[src/rtl/tmds_deserializer.sv]
// One-channel TMDS receive aligner: assembles 10-bit characters from a 2-bit DDR
// stream and slides the character window until control tokens recur.
module tmds_deserializer #(
  parameter int SEARCH_WORDS = 16,
  parameter int LOCK_TOKENS  = 8,
  parameter int LOSS_WORDS   = 4096
) (
  input  logic       clk_pixel_x5,
  input  logic       reset,
  input  logic [1:0] serial_in,
  output logic [9:0] word,
  output logic       word_valid,
  output logic       ctrl_valid,
  output logic [1:0] ctrl,
  output logic       aligned,
  output logic [3:0] slip_offset
);

  localparam int MISS_W = $clog2(SEARCH_WORDS) + 1;
  localparam int TOK_W  = $clog2(LOCK_TOKENS) + 1;
  localparam int LOSS_W = $clog2(LOSS_WORDS) + 1;

  localparam logic [MISS_W-1:0] MISS_LAST = MISS_W'(SEARCH_WORDS - 1);
  localparam logic [TOK_W-1:0]  TOK_LAST  = TOK_W'(LOCK_TOKENS - 1);
  localparam logic [LOSS_W-1:0] LOSS_LAST = LOSS_W'(LOSS_WORDS - 1);

  typedef enum logic [1:0] {SEARCH, VERIFY, LOCKED} state_t;

  // The two oldest bits of the 20-bit history are shifted out before any
  // window can reach them, so only [19:2] is stored.
  logic [19:2]       history;
  logic [19:0]       next_history;
  logic [2:0]        phase;
  logic [9:0]        window;
  logic              win_match;
  logic [1:0]        win_ctrl;
  state_t            state;
  logic [MISS_W-1:0] miss_cnt;
  logic [TOK_W-1:0]  tok_cnt;
  logic [LOSS_W-1:0] loss_cnt;

  assign next_history = {serial_in[1], serial_in[0], history};

  always_comb begin
    // NOTE: every combinational output gets a default first so no path can infer a latch.
    window    = '0;
    win_match = 1'b0;
    win_ctrl  = 2'b00;
    for (int i = 0; i < 10; i++) begin
      if (slip_offset == 4'(i)) window = next_history[i +: 10];
    end
    case (window)
      10'h354: begin win_match = 1'b1; win_ctrl = 2'b00; end
      10'h0AB: begin win_match = 1'b1; win_ctrl = 2'b01; end
      10'h154: begin win_match = 1'b1; win_ctrl = 2'b10; end
      10'h2AB: begin win_match = 1'b1; win_ctrl = 2'b11; end
      default: begin win_match = 1'b0; win_ctrl = 2'b00; end
    endcase
  end

  always_ff @(posedge clk_pixel_x5 or posedge reset) begin
    if (reset) begin
      history    <= '0;
      phase      <= '0;
      word       <= '0;
      word_valid <= 1'b0;
      ctrl_valid <= 1'b0;
      ctrl       <= 2'b00;
    end else begin
      // NOTE: registered state uses non-blocking assignment so every flop samples pre-edge values.
      history    <= next_history[19:2];
      phase      <= (phase == 3'd4) ? 3'd0 : phase + 3'd1;
      word_valid <= (phase == 3'd4);
      ctrl_valid <= 1'b0;
      if (phase == 3'd4) begin
        word       <= window;
        ctrl_valid <= win_match;
        if (win_match) ctrl <= win_ctrl;
      end
    end
  end

  // Alignment FSM consumes each captured word during its word_valid cycle, so a
  // new slip_offset is first used by the following capture.
  always_ff @(posedge clk_pixel_x5 or posedge reset) begin
    if (reset) begin
      state       <= SEARCH;
      miss_cnt    <= '0;
      tok_cnt     <= '0;
      loss_cnt    <= '0;
      aligned     <= 1'b0;
      slip_offset <= '0;
    end else if (word_valid) begin
      case (state)
        SEARCH: begin
          if (ctrl_valid) begin
            miss_cnt <= '0;
            if (LOCK_TOKENS <= 1) begin
              state    <= LOCKED;
              aligned  <= 1'b1;
              tok_cnt  <= '0;
              loss_cnt <= '0;
            end else begin
              state   <= VERIFY;
              tok_cnt <= TOK_W'(1);
            end
          end else if (miss_cnt >= MISS_LAST) begin
            miss_cnt    <= '0;
            slip_offset <= (slip_offset == 4'd9) ? 4'd0 : slip_offset + 4'd1;
          end else begin
            miss_cnt <= miss_cnt + MISS_W'(1);
          end
        end
        VERIFY: begin
          if (!ctrl_valid) begin
            state    <= SEARCH;
            miss_cnt <= '0;
            tok_cnt  <= '0;
          end else if (tok_cnt >= TOK_LAST) begin
            state    <= LOCKED;
            aligned  <= 1'b1;
            tok_cnt  <= '0;
            loss_cnt <= '0;
          end else begin
            tok_cnt <= tok_cnt + TOK_W'(1);
          end
        end
        LOCKED: begin
          if (ctrl_valid) begin
            loss_cnt <= '0;
          end else if (loss_cnt >= LOSS_LAST) begin
            state    <= SEARCH;
            aligned  <= 1'b0;
            loss_cnt <= '0;
            miss_cnt <= '0;
          end else begin
            loss_cnt <= loss_cnt + LOSS_W'(1);
          end
        end
        default: state <= SEARCH;
      endcase
    end
  end

endmodule
[config.mk]
export PLATFORM = sky130hd
export DESIGN_NAME = tmds_deserializer
export DESIGN_NICKNAME = d
export VERILOG_FILES = /design/src/rtl/tmds_deserializer.sv
export SDC_FILE = /design/constraint.sdc
export NUM_CORES = 1
export LEC_CHECK = 0
export BUFFER_PORTS_ARGS = -buffer_cell sky130_fd_sc_hd__buf_4
export CAP_MARGIN = 20
export CORE_ASPECT_RATIO = 0.5
export CORE_UTILIZATION = 30
export DETAILED_ROUTE_END_ITERATION = 10
export GPL_TIMING_DRIVEN = 0
export PLACE_DENSITY = 0.43
export SYNTH_ARGS = -nofsm -noshare
export SYNTH_HDL_FRONTEND = slang
export SYNTH_SLANG_ARGS = --single-unit
[constraint.sdc]
create_clock -name clk_pixel_x5 -period 7.6 [get_ports clk_pixel_x5]
set_clock_uncertainty 0.2 [all_clocks]
set_input_delay 0.38 -clock clk_pixel_x5 [delete_from_list [all_inputs] [get_ports clk_pixel_x5]]
set_output_delay 0.38 -clock clk_pixel_x5 [all_outputs]
set_load 0.01 [all_outputs]
==> results of run 1 <==
==> final cells by class <==
cell class,count,area (um^2),area share
multi-input cells,294,1850,0.424
well taps,165,206,0.0472
clock buffers,11,243,0.0555
flip-flops and latches,64,1600,0.366
clock inverters,5,80.1,0.0183
inverters,16,62.6,0.0143
repair buffers,24,185,0.0424
plain buffers,27,140,0.0321
==> worst max-delay path: stages, from the launching register on <==
cell	delay (ns)
dfrtp_1	0.40
buf_2	0.19
buf_2	0.20
inv_1	0.25
nor2_1	0.17
a221oi_1	0.57
nor2_1	0.11
a2111oi_0	0.41
nand4_1	0.25
mux2_2	0.35
nand2_1	0.06
==> power by group through the flow <==
stage | clock (uW) | combinational, uW | sequential, uW
2_1_floorplan | 0 | 163 | 401
3_3_place_gp | 0 | 242 | 403
3_5_place_dp | 0 | 238 | 403
4_1_cts | 461 | 240 | 397
5_1_grt | 476 | 269 | 402
6_report | 448 | 240 | 397
==> state kept, by name, summed over array words and instances, names as in the netlist <==
register	flops
slip_offset	4
miss_cnt	5
tok_cnt	4
word	10
history	18
state	2
loss_cnt	13
ctrl	2
aligned	1
ctrl_valid	1
phase	3
word_valid	1
==> stage by stage <==
step	util	instance area, um^2	hold WS [ns]	total power (uW)	instances
after detailed placement	0.340	4030	0.169	641	588
after global placement	0.340	4030	0.156	645	588
after floorplan	-	3650	0.152	564	401
after CTS	0.369	4370	0.0498	1100	606
after global routing	0.369	4370	0.0884	1150	606
final	0.369	4370	0.00983	1080	606
==> cell families after synthesis <==
logic type,Yosys count
adder cells (fa/ha/maj),9
buffers and inverters,43
AND/OR/NAND/NOR,152
multiplexers,19
flip-flops,64
AO/OA/AOI/OAI,106
XOR/XNOR,8
==> final timing paths <==
path	to	slack [ns]	depth (start not counted)
worst max-delay path	ctrl[1]	4.37	10
worst min register to register	history[8]	0.17	0
max in group asynchronous	history[10]	6.67	2
min in group clk_pixel_x5	history[8]	0.17	0
worst min-delay path	loss_cnt[9]	0.01	2
worst max register to register	ctrl[1]	4.37	10
==> cells in the final DEF, fill, tap and decap left out, types with 6 or more instances in the layout <==
cell       instances
a21oi_1           17
buf_2             13
buf_4             22
clkbuf_1          11
clkbuf_16          9
dfrtp_1           64
ha_1               9
inv_1             15
mux2_2             7
mux2i_1           10
nand2_1           51
nand2b_1           6
nand3_1           15
nor2_1            28
nor2b_1            7
nor3_1            11
o21ai_0           39
==> routing by layer <==
layer,GRT usage,part of all wire,vias to the layer above,wire length (um)
met3,0.0429,0.048,13,450
met1,0.226,0.49,1501,4680
met4,0.0510,0.014,0,129
met5,0,0,-,0
met2,0.260,0.44,81,4210
li1,-,-,1526,-
==> Yosys cell counts (2+ instances only) <==
cell type  count  share of area
a31oi_1        4         0.0068
nand4_1        5         0.0086
o21ai_0       39          0.053
or2_2          5         0.0086
o31ai_1        4         0.0082
a221oi_1       4         0.0096
o22ai_1        5         0.0086
and3_1         3         0.0051
mux4_2         2          0.012
nand2b_1       6          0.010
clkbuf_1      10          0.010
nand3b_1       4         0.0082
o221ai_1       2         0.0048
a21oi_1       17          0.023
and2_1         2         0.0034
nor3_1        11          0.015
or3b_2         3         0.0072
buf_6          3         0.0092
xor2_1         5          0.012
mux2i_1       10          0.027
ha_1           9          0.031
nand4b_1       2         0.0048
xnor2_1        3         0.0072
buf_2         13          0.018
a211oi_1       5          0.010
dfrtp_1       64           0.44
mux2_2         7          0.022
nor2b_1        7          0.012
a21o_1         2         0.0041
nor3b_1        3         0.0062
nand2_1       51          0.052
o311ai_0       3         0.0072
nand3_1       15          0.021
inv_1         16          0.016
o211ai_1       2         0.0041
nor2_1        28          0.029
a211o_1        2         0.0048
a311oi_1       2         0.0048
==> what timing repair did <==
item                                   CTS  global route
buffers inserted                         0             0
hold buffers                             2             0
endpoints found under the hold margin    2             0
==> results by group, run 1 <==
Clock tree
  – CTS max path bufs: 2
  – CTS tree: done
  – H-tree depth: 3
  – CTS Buf Count: 9
  – Sink Count: 64
  – Post-CTS Resized: 0
  – CTS Root Cell: clkbuf_16
  – Skew-Pair Late Insertion Delay: 0.33 ns
  – Clk pin slew, worst setup/hold paths: 0.06 ns

Logic synthesis
  – XOR/XNOR share of the synthesized area: 0.0192
  – Dominant synthesized flop cell: dfrtp_1
  – Yosys cell types: 61
  – Syn nets: 414
  – Syn_area_per_cell: 9.11 um^2
  – Synth Area in Adders: 0.0308
  – Post-synth EDFFs: 0
  – Ys Warns: 0
  – Register bit count reported by yosys: 64
  – Complex-gate fraction of the synthesized area: 0.188
  – Mux cell area share after synthesis: 0.0613
  – Post-Syn Area: 0.00365 mm^2
  – Largest family of logic cells by synthesized area: simple AND/OR/NAND/NOR gates
  – Cells after synthesis: 401
  – Synth Area in Simple Gates: 0.208
  – Async SR Flop Fraction: 1.00
  – Sequential share of the synthesized area: 0.438

Power
  – Sequential Power Share: 0.366
  – Switching share of power: 0.294
  – Power per cell area: 248 mW/mm^2
  – Combinational share of power: 0.221
  – Net Switching: 319 uW
  – Internal power: 765 uW
  – Clk pwr share: 0.413
  – Leak Pwr: 0.00184 uW
  – Peak VDD IR: 0.0850 mV

Detailed routing
  – DR WL/cell: 15.6 um
  – Routed vias: 3,121
  – DR DRC count: 0
  – Initial DRT Pass Iterations: 5
  – Post-Route WL: 9.47 mm
  – DR iter-0 viols: 232
  – Routed Antenna Nets: 0
  – Vias per cell: 5.15

Global route
  – Vias in the first global route: 3,035
  – Largest net degree at the start of global routing: 65
  – Antenna violations before repair: 0
  – First-pass GRT wire length: 16.2 mm
  – Total gr overflow: 0
  – GRT Util Overall: 0.167

Outcome
  – Status: finished clean

Placement
  – Final GP Congestion: 0.796
  – PortBufs: 22
  – DP Wirelength: 6.71 mm
  – Post-placement setup slack: 4.36 ns

Worst setup path
  – Worst setup SP type: flip-flop
  – CP Capture Type: flip-flop
  – WP data arrival: 3.30 ns
  – Critical R2R Launch: slip_offset[2]
  – Start point of the critical path: slip_offset[2]
  – Setup CP Type: reg -> reg
  – CP Max Fanout: 10
  – Critical Path RT: 7.67 ns

Cells and area
  – Area grow syn2layout: 19.6%
  – Layout cell share with drive strength beyond 1: 0.168
  – Final Net Count: 449
  – # fillers: 1,245
  – # diodes: 0

Timing
  – Final Max Tran Viols: 0
  – Final Cycle Share: 0.425
  – Tmin final: 3.23 ns
  – Final Setup Violations: 0
  – Slew HR: 0.469
  – Setup ws final: 4.37 ns
  – Final Hold Fails: 0
  – Final TNS setup: 0 ns
  – Least-Margin Pin Slew: 0.797 ns
  – Max Freq: 310 MHz
  – RSZ-0062 raised after global routing: false

Job
  – Max-cap viol count: 0

Floorplanning
  – I/O pin total: 23
  – Die H: 80.0 um
  – Placeable Area: 0.0118 mm^2
  – DIE AREA: 0.0127 mm^2
  – Die W: 158 um
  – # rows: 28
  – Initial Util: 0.309

Worst hold path
  – Hold WC Path Type: in -> async
(Power assumes the default switching activity.)
==> run 2, diff against run 1 <==
Settings changed: ABC_AREA set to 1, PLACE_DENSITY 0.43 to 0.45.
Clock period 7.6 ns to 2.71 ns, I/O delays scaled along.
==> results by group, run 2 <==
Logic synthesis
  – Ys Warns: 0 (unchanged)
  – Most common cell in the synthesized netlist: nand2_1
  – Dominant synthesized flop cell: dfrtp_1
  – Register bit count reported by yosys: 64 (unchanged)
  – Post-synth EDFFs: 0 (unchanged)
  – Syn nets: 549 (+33%)
  – Synth Area in Adders: 0.0292 (-0.00157)
  – Dominant cell type by area after synthesis: dfrtp_1
  – Complex-gate fraction of the synthesized area: 0.0854 (-0.102)
  – Synth Area in Simple Gates: 0.365 (+0.157)
  – Post-Syn Area: 0.00385 mm^2 (+5.4%)
  – Cells after synthesis: 536 (+34%)
  – Post-synth top area share: 0.416 (-0.0224)
  – Async SR Flop Fraction: 1.00 (unchanged)
  – Mux cell area share after synthesis: 0 (-0.0613)
  – XOR/XNOR share of the synthesized area: 0.0114 (-0.00780)
  – Yosys cell types: 38 (-38%)
  – Largest family of logic cells by synthesized area: simple AND/OR/NAND/NOR gates
  – Synth area leaders: dfrtp_1 (42%), nand2_1 (15%), nand3_1 (7.3%)
  – Synth cell count leaders: nand2_1 (152), inv_1 (67), dfrtp_1 (64), nand3_1 (56), nor2_1 (51)
  – Sequential share of the synthesized area: 0.416 (-0.0224)
  – Syn_area_per_cell: 7.19 um^2 (-21%)

Detailed routing
  – Initial DRT Pass Iterations: 4 (-1)
  – Routed vias: 3,445 (+10%)
  – Post-Route WL: 9.95 mm (+5.0%)
  – DR DRC count: 0 (unchanged)
  – DR WL/cell: 13.4 um (-14%)
  – Routed Antenna Nets: 0 (unchanged)
  – DR iter-0 viols: 232 (unchanged)
  – Vias per cell: 4.64 (-9.9%)

Clock tree
  – Sink Count: 64 (unchanged)
  – Clk pin slew, worst setup/hold paths: 0.06 ns (about the same)
  – CTS Buf Count: 9 (unchanged)
  – CTS tree: done
  – Skew-Pair Late Insertion Delay: 0.33 ns (about the same)
  – CTS Root Cell: clkbuf_16
  – H-tree depth: 3 (unchanged)
  – CTS max path bufs: 2 (unchanged)

Power
  – Sequential Power Share: 0.324 (-0.042)
  – Switching share of power: 0.376 (+0.0820)
  – Clk pwr share: 0.331 (-0.082)
  – Leak Pwr: 0.00217 uW (+18%)
  – Internal power: 2400 uW (+210%)
  – Pwr Total: 3840 uW (+250%)
  – Power per cell area: 837 mW/mm^2 (+240%)
  – Combinational share of power: 0.345 (+0.124)
  – Net Switching: 1450 uW (+350%)
  – Peak VDD IR: 0.261 mV (+210%)

Timing
  – Least-Margin Pin Slew: 0.804 ns (+0.00734 ns)
  – Slew HR: 0.464 (-0.00489)
  – Final Hold Fails: 0 (unchanged)
  – RSZ-0062 raised after global routing: false
  – Final Max Tran Viols: 0 (unchanged)
  – Final Cycle Share: 0.889 (+0.464)
  – Final Setup Violations: 0 (unchanged)
  – Max Freq: 415 MHz (+34%)
  – Hold slack: 0.168 ns (+0.158 ns)
  – Setup ws final: 0.300 ns (-4.07 ns)
  – Tmin final: 2.41 ns (-0.821 ns)

Global route
  – Largest net degree at the start of global routing: 65 (unchanged)
  – Total gr overflow: 0 (unchanged)
  – Antenna violations before repair: 0 (unchanged)
  – Vias in the first global route: 3,313 (+9.2%)
  – First-pass GRT wire length: 17.1 mm (+5.3%)
  – GRT Util Overall: 0.167 (+0.000313)

Cells and area
  – Largest Register: history
  – Final Net Count: 585 (+30%)
  – # diodes: 0 (unchanged)
  – Commonest non-fill, non-tap cells in the layout: nand2_1 (152), inv_1 (66), dfrtp_1 (64), nand3_1 (56), nor2_1 (51)
  – Area grow syn2layout: 19.3%
  – Layout cell share with drive strength beyond 1: 0.135 (-0.0326)
  – Biggest regs: history: 18 flops, loss_cnt: 13 flops, word: 10 flops
  – Max reg flops: 18 (unchanged)
  – # fillers: 1,291 (+3.7%)
  – Commonest non-fill, non-tap cell in the layout: nand2_1
  – Final cell count without fillers: 742 (+22%)

Floorplanning
  – Initial Util: 0.317 (+0.00815)
  – # rows: 28 (unchanged)
  – I/O pin total: 23 (unchanged)
  – Die W: 162 um (+2.6%)
  – Placeable Area: 0.0122 mm^2 (+2.7%)
  – Die H: 82.1 um (+2.6%)
  – DIE AREA: 0.0133 mm^2 (+5.3%)

Worst setup path
  – Critical R2R Launch: slip_offset[0]
  – FF-to-FF setup slack: 0.30 ns (-4.07 ns)
  – WP data arrival: 2.42 ns (-0.88 ns)
  – Worst setup SP type: flip-flop
  – Setup CP Type: reg -> reg
  – Start point of the critical path: slip_offset[0]
  – CP Max Fanout: 8 (-2)
  – Critical Path RT: 2.72 ns (-4.95 ns)
  – Critical Path End: ctrl[1]
  – CP Capture Type: flip-flop
  – Reg2Reg Depth: 14 (+4)
  – Reg-to-Reg End: ctrl[1]

Placement
  – Final GP Congestion: 0.844 (+6.0%)
  – Post-placement setup slack: 0.324 ns (-4.04 ns)
  – DP Wirelength: 7.31 mm (+8.9%)
  – PortBufs: 22 (unchanged)
  – Placed Instances: 723 (+23%)

Worst hold path
  – Hold WC Path Type: reg -> reg

Outcome
  – Status: finished clean

Job
  – Max-cap viol count: 0 (unchanged)
run 2: cell count changes after synthesis, moves of 10 or more:
cell     delta
nand2_1   +101
o21ai_0    -13
nor2_1     +23
mux2i_1    -10
inv_1      +51
nand3_1    +41
run 2: timing repair:
item | 4_1_cts | 5_1_grt
hold buffers | 3 | 0
hold endpoints to repair | 66 | 0
endpoints found under the setup margin | 0 | 2
buffers inserted | 0 | 0
resized for setup | 0 | 1
run 2: power groups by stage:
stage | logic (uW) | registers, uW | clock network [uW]
floorplan | 856 | 1270 | 0
global placement | 1330 | 1260 | 0
detailed placement | 1330 | 1260 | 0
CTS | 1340 | 1250 | 1320
global route | 1520 | 1270 | 1360
finish | 1330 | 1250 | 1270
run 2: final cells by class:
type	instances	area, um^2	area share
well taps	165	206	0.0449
plain buffers	12	77.6	0.0169
flip-flops and latches	64	1600	0.349
inverters	73	282	0.0613
multi-input cells	387	1900	0.414
clock inverters	7	105	0.0229
repair buffers	25	195	0.0425
clock buffers	9	225	0.0490
run 2: worst min path at each step:
| stage | cells past startpoint | end | slack [ns] | from |
|---|---|---|---|---|
| after global placement | 1 | history[19] | 0.04 | serial_in[1] |
| after detailed placement | 1 | history[19] | 0.05 | serial_in[1] |
| final | 0 | history[9] | 0.17 | history[11] |
| after global routing | 0 | history[9] | 0.18 | history[11] |
| after floorplan | 0 | history[18] | -0.03 | serial_in[0] |
| after CTS | 0 | history[9] | 0.17 | history[11] |
run 2: worst max-delay path, cell delays in order (launching register included):
cell and delay (ns):
dfrtp_1 0.46, nand2_1 0.22, inv_1 0.08, nand2_2 0.16
inv_1 0.11, nand2_1 0.07, nand4_1 0.13, nand2_1 0.12
nand3_1 0.07, nand2_1 0.15, nand3_1 0.10, nor2_1 0.13
nand3_1 0.14, nand3_1 0.10, nand2_1 0.05
run 2: kinds of logic (layout without fill, tap and decap cells):
logic type,after synthesis,after routing
simple gates,312,312
fa+ha+maj,9,9
xor+xnor,5,5
buf+inv,85,126
flops,64,64
compound gates,61,61
run 2: metal layers:
layer	global-route usage	vias to the layer above	part of all wire	wire, um
li1	-	1805	-	-
met1	0.235	1612	0.53	5260
met2	0.259	24	0.44	4420
met3	0.0350	4	0.022	217
met4	0.0491	0	0.0056	56
met5	0	-	0	0
run 2: metrics by stage:
step | setup TNS, ns | area, um^2 | util
floorplan | 0 | 3850 | -
global placement | -10.65 | 4220 | 0.347
detailed placement | 0 | 4230 | 0.348
CTS | 0 | 4590 | 0.377
global route | 0 | 4590 | 0.378
finish | 0 | 4590 | 0.378
==> run 3, diff against run 2 <==
Settings changed: RECOVER_POWER set to 25.
==> results by group, run 3 (same netlist as run 2, synthesis figures left out) <==
Clock tree
  – CTS max path bufs: 2 (unchanged)
  – Clk pin slew, worst setup/hold paths: 0.06 ns (about the same)
  – CTS tree: done
  – Skew-Pair Late Insertion Delay: 0.33 ns (about the same)
  – H-tree depth: 3 (unchanged)
  – CTS Root Cell: clkbuf_16
  – Sink Count: 64 (unchanged)
  – CTS Buf Count: 9 (unchanged)

Worst setup path
  – CP peak stage delay: 0.45 ns (about the same)
  – Setup CP Type: reg -> reg
  – Critical Path RT: 2.72 ns (about the same)
  – Reg2Reg Depth: 14 (unchanged)
  – CP Max Fanout: 8 (unchanged)
  – CP Capture Type: flip-flop
  – Master of the slowest instance on the critical path: dfrtp_1
  – Critical path, cell by cell: nand2_1 -> inv_1 -> nand2_2 -> inv_1 -> nand2_1 -> nand4_1 -> nand2_1 -> nand3_1 -> nand2_1 -> nand3_1 -> nor2_1 -> nand3_1 -> nand3_1 -> nand2_1
  – Worst setup SP type: flip-flop
  – CP most frequent cell: nand2_1
  – WP data arrival: 2.42 ns (about the same)

Timing
  – RSZ-0062 raised after global routing: false
  – Hold slack: 0.167 ns (-0.000931 ns)
  – Final Setup Violations: 0 (unchanged)
  – Least-Margin Pin Slew: 0.804 ns (-0.000454 ns)
  – Final Hold Fails: 0 (unchanged)
  – Final TNS setup: 0 ns (unchanged)
  – Final Max Tran Viols: 0 (unchanged)
  – Max Freq: 416 MHz (+0.20%)
  – Slew HR: 0.464 (about the same)
  – Tmin final: 2.40 ns (-0.00472 ns)
  – Final Cycle Share: 0.887 (-0.00174)

Cells and area
  – Fin util: 0.373 (-0.00525)
  – Commonest non-fill, non-tap cells in the layout: nand2_1 (152), inv_1 (66), dfrtp_1 (64), nand3_1 (56), nor2_1 (51)
  – # fillers: 1,310 (+1.5%)
  – Final Net Count: 585 (unchanged)
  – Area grow syn2layout: 17.6%
  – Commonest non-fill, non-tap cell in the layout: nand2_1
  – Largest Register: history
  – # diodes: 0 (unchanged)
  – Biggest regs: history: 18 flops, loss_cnt: 13 flops, word: 10 flops
  – Layout cell share with drive strength beyond 1: 0.106 (-0.0295)
  – Max reg flops: 18 (unchanged)

Detailed routing
  – Routed vias: 3,439 (-0.17%)
  – Vias per cell: 4.63 (-0.17%)
  – DR iter-0 viols: 207 (-11%)
  – Initial DRT Pass Iterations: 4 (unchanged)
  – DR DRC count: 0 (unchanged)
  – DR WL/cell: 13.4 um (+0.25%)
  – Routed Antenna Nets: 0 (unchanged)
  – Post-Route WL: 9.97 mm (+0.25%)

Power
  – Net Switching: 1450 uW (about the same)
  – Internal power: 2330 uW (-3.0%)
  – Clk pwr share: 0.337 (+0.006)
  – Power per cell area: 833 mW/mm^2 (-0.43%)
  – Peak VDD IR: 0.261 mV (about the same)
  – Combinational share of power: 0.334 (-0.011)
  – Leak Pwr: 0.00211 uW (-3.0%)
  – Switching share of power: 0.383 (+0.00728)
  – Sequential Power Share: 0.329 (+0.005)

Placement
  – Final GP Congestion: 0.844 (unchanged)
  – PortBufs: 22 (unchanged)
  – DP Wirelength: 7.31 mm (unchanged)

Job
  – Max-cap viol count: 0 (unchanged)

Global route
  – Antenna violations before repair: 0 (unchanged)
  – Total gr overflow: 0 (unchanged)
  – Largest net degree at the start of global routing: 65 (unchanged)
  – Vias in the first global route: 3,313 (unchanged)
  – GRT Util Overall: 0.167 (unchanged)
  – First-pass GRT wire length: 17.1 mm (unchanged)

Floorplanning
  – DIE AREA: 0.0133 mm^2 (unchanged)
  – Die H: 82.1 um (unchanged)
  – Initial Util: 0.317 (unchanged)
  – I/O pin total: 23 (unchanged)
  – Die W: 162 um (unchanged)
  – # rows: 28 (unchanged)
  – Placeable Area: 0.0122 mm^2 (unchanged)

Worst hold path
  – Hold WC Path Type: reg -> reg
  – Hold path cells: 0 (unchanged)

Outcome
  – Status: finished clean
==> run 3: cell count changes in the layout (fill, tap and decap cells not counted) <==
cell | before | now
clkbuf_4 | 0 | 2
buf_4 | 25 | 6
clkbuf_1 | 2 | 19
==> run 3: final cells by class <==
class                   count  area [um^2]  area share
plain buffers              12         77.6      0.0171
clock buffers               9          225      0.0497
clock inverters             7          105      0.0232
inverters                  73          282      0.0621
multi-input cells         387         1900       0.420
flip-flops and latches     64         1600       0.353
well taps                 165          206      0.0456
repair buffers             25          131      0.0290
==> run 3: final timing paths <==
| kind | from | endpoint | slack (ns) |
|---|---|---|---|
| min in group asynchronous | reset | ctrl[0] | 0.33 |
| hold reg to reg | history[11] | history[9] | 0.17 |
| setup / recovery | slip_offset[0] | ctrl[1] | 0.31 |
| max in group asynchronous | reset | history[14] | 1.45 |
| hold / removal | history[11] | history[9] | 0.17 |
| setup reg to reg | slip_offset[0] | ctrl[1] | 0.31 |
==> run 3: through the flow <==
stage | setup slack, ns | area [um^2] | std cells | total power (uW)
after detailed placement | 0.324 | 4230 | 723 | 2590
after floorplan | 0.641 | 3850 | 536 | 2130
after global placement | -0.172 | 4220 | 723 | 2590
after CTS | 0.306 | 4590 | 742 | 3900
final | 0.305 | 4530 | 742 | 3770
after global routing | 0.0977 | 4530 | 742 | 4080
==> run 3: layer usage <==
metal	global-route usage	vias up	wire, um
li1	-	1804	-
met1	0.235	1605	5280
met2	0.259	26	4440
met3	0.0350	4	190
met4	0.0491	0	57
met5	0	-	0
==> run 3: critical path: cells and delay by family (launching register included) <==
family / cells / cell delay, ns
buffers and inverters: 2 / 0.19
DFF: 1 / 0.45
and+or+nand+nor: 12 / 1.46
==> run 3: power by group through the flow <==
stage / logic (uW) / registers (uW) / clock network (uW)
finish: 1260 / 1240 / 1270
global route: 1450 / 1270 / 1360
floorplan: 856 / 1270 / 0
global placement: 1330 / 1260 / 0
CTS: 1340 / 1250 / 1320
detailed placement: 1330 / 1260 / 0
==> run 3: repair_timing <==
item                                    in CTS  in global routing
endpoints found under the hold margin       66                  0
setup buffers                                0                  0
gates resized for setup                      0                  1
endpoints found under the setup margin       0                  2
hold buffers                                 3                  0
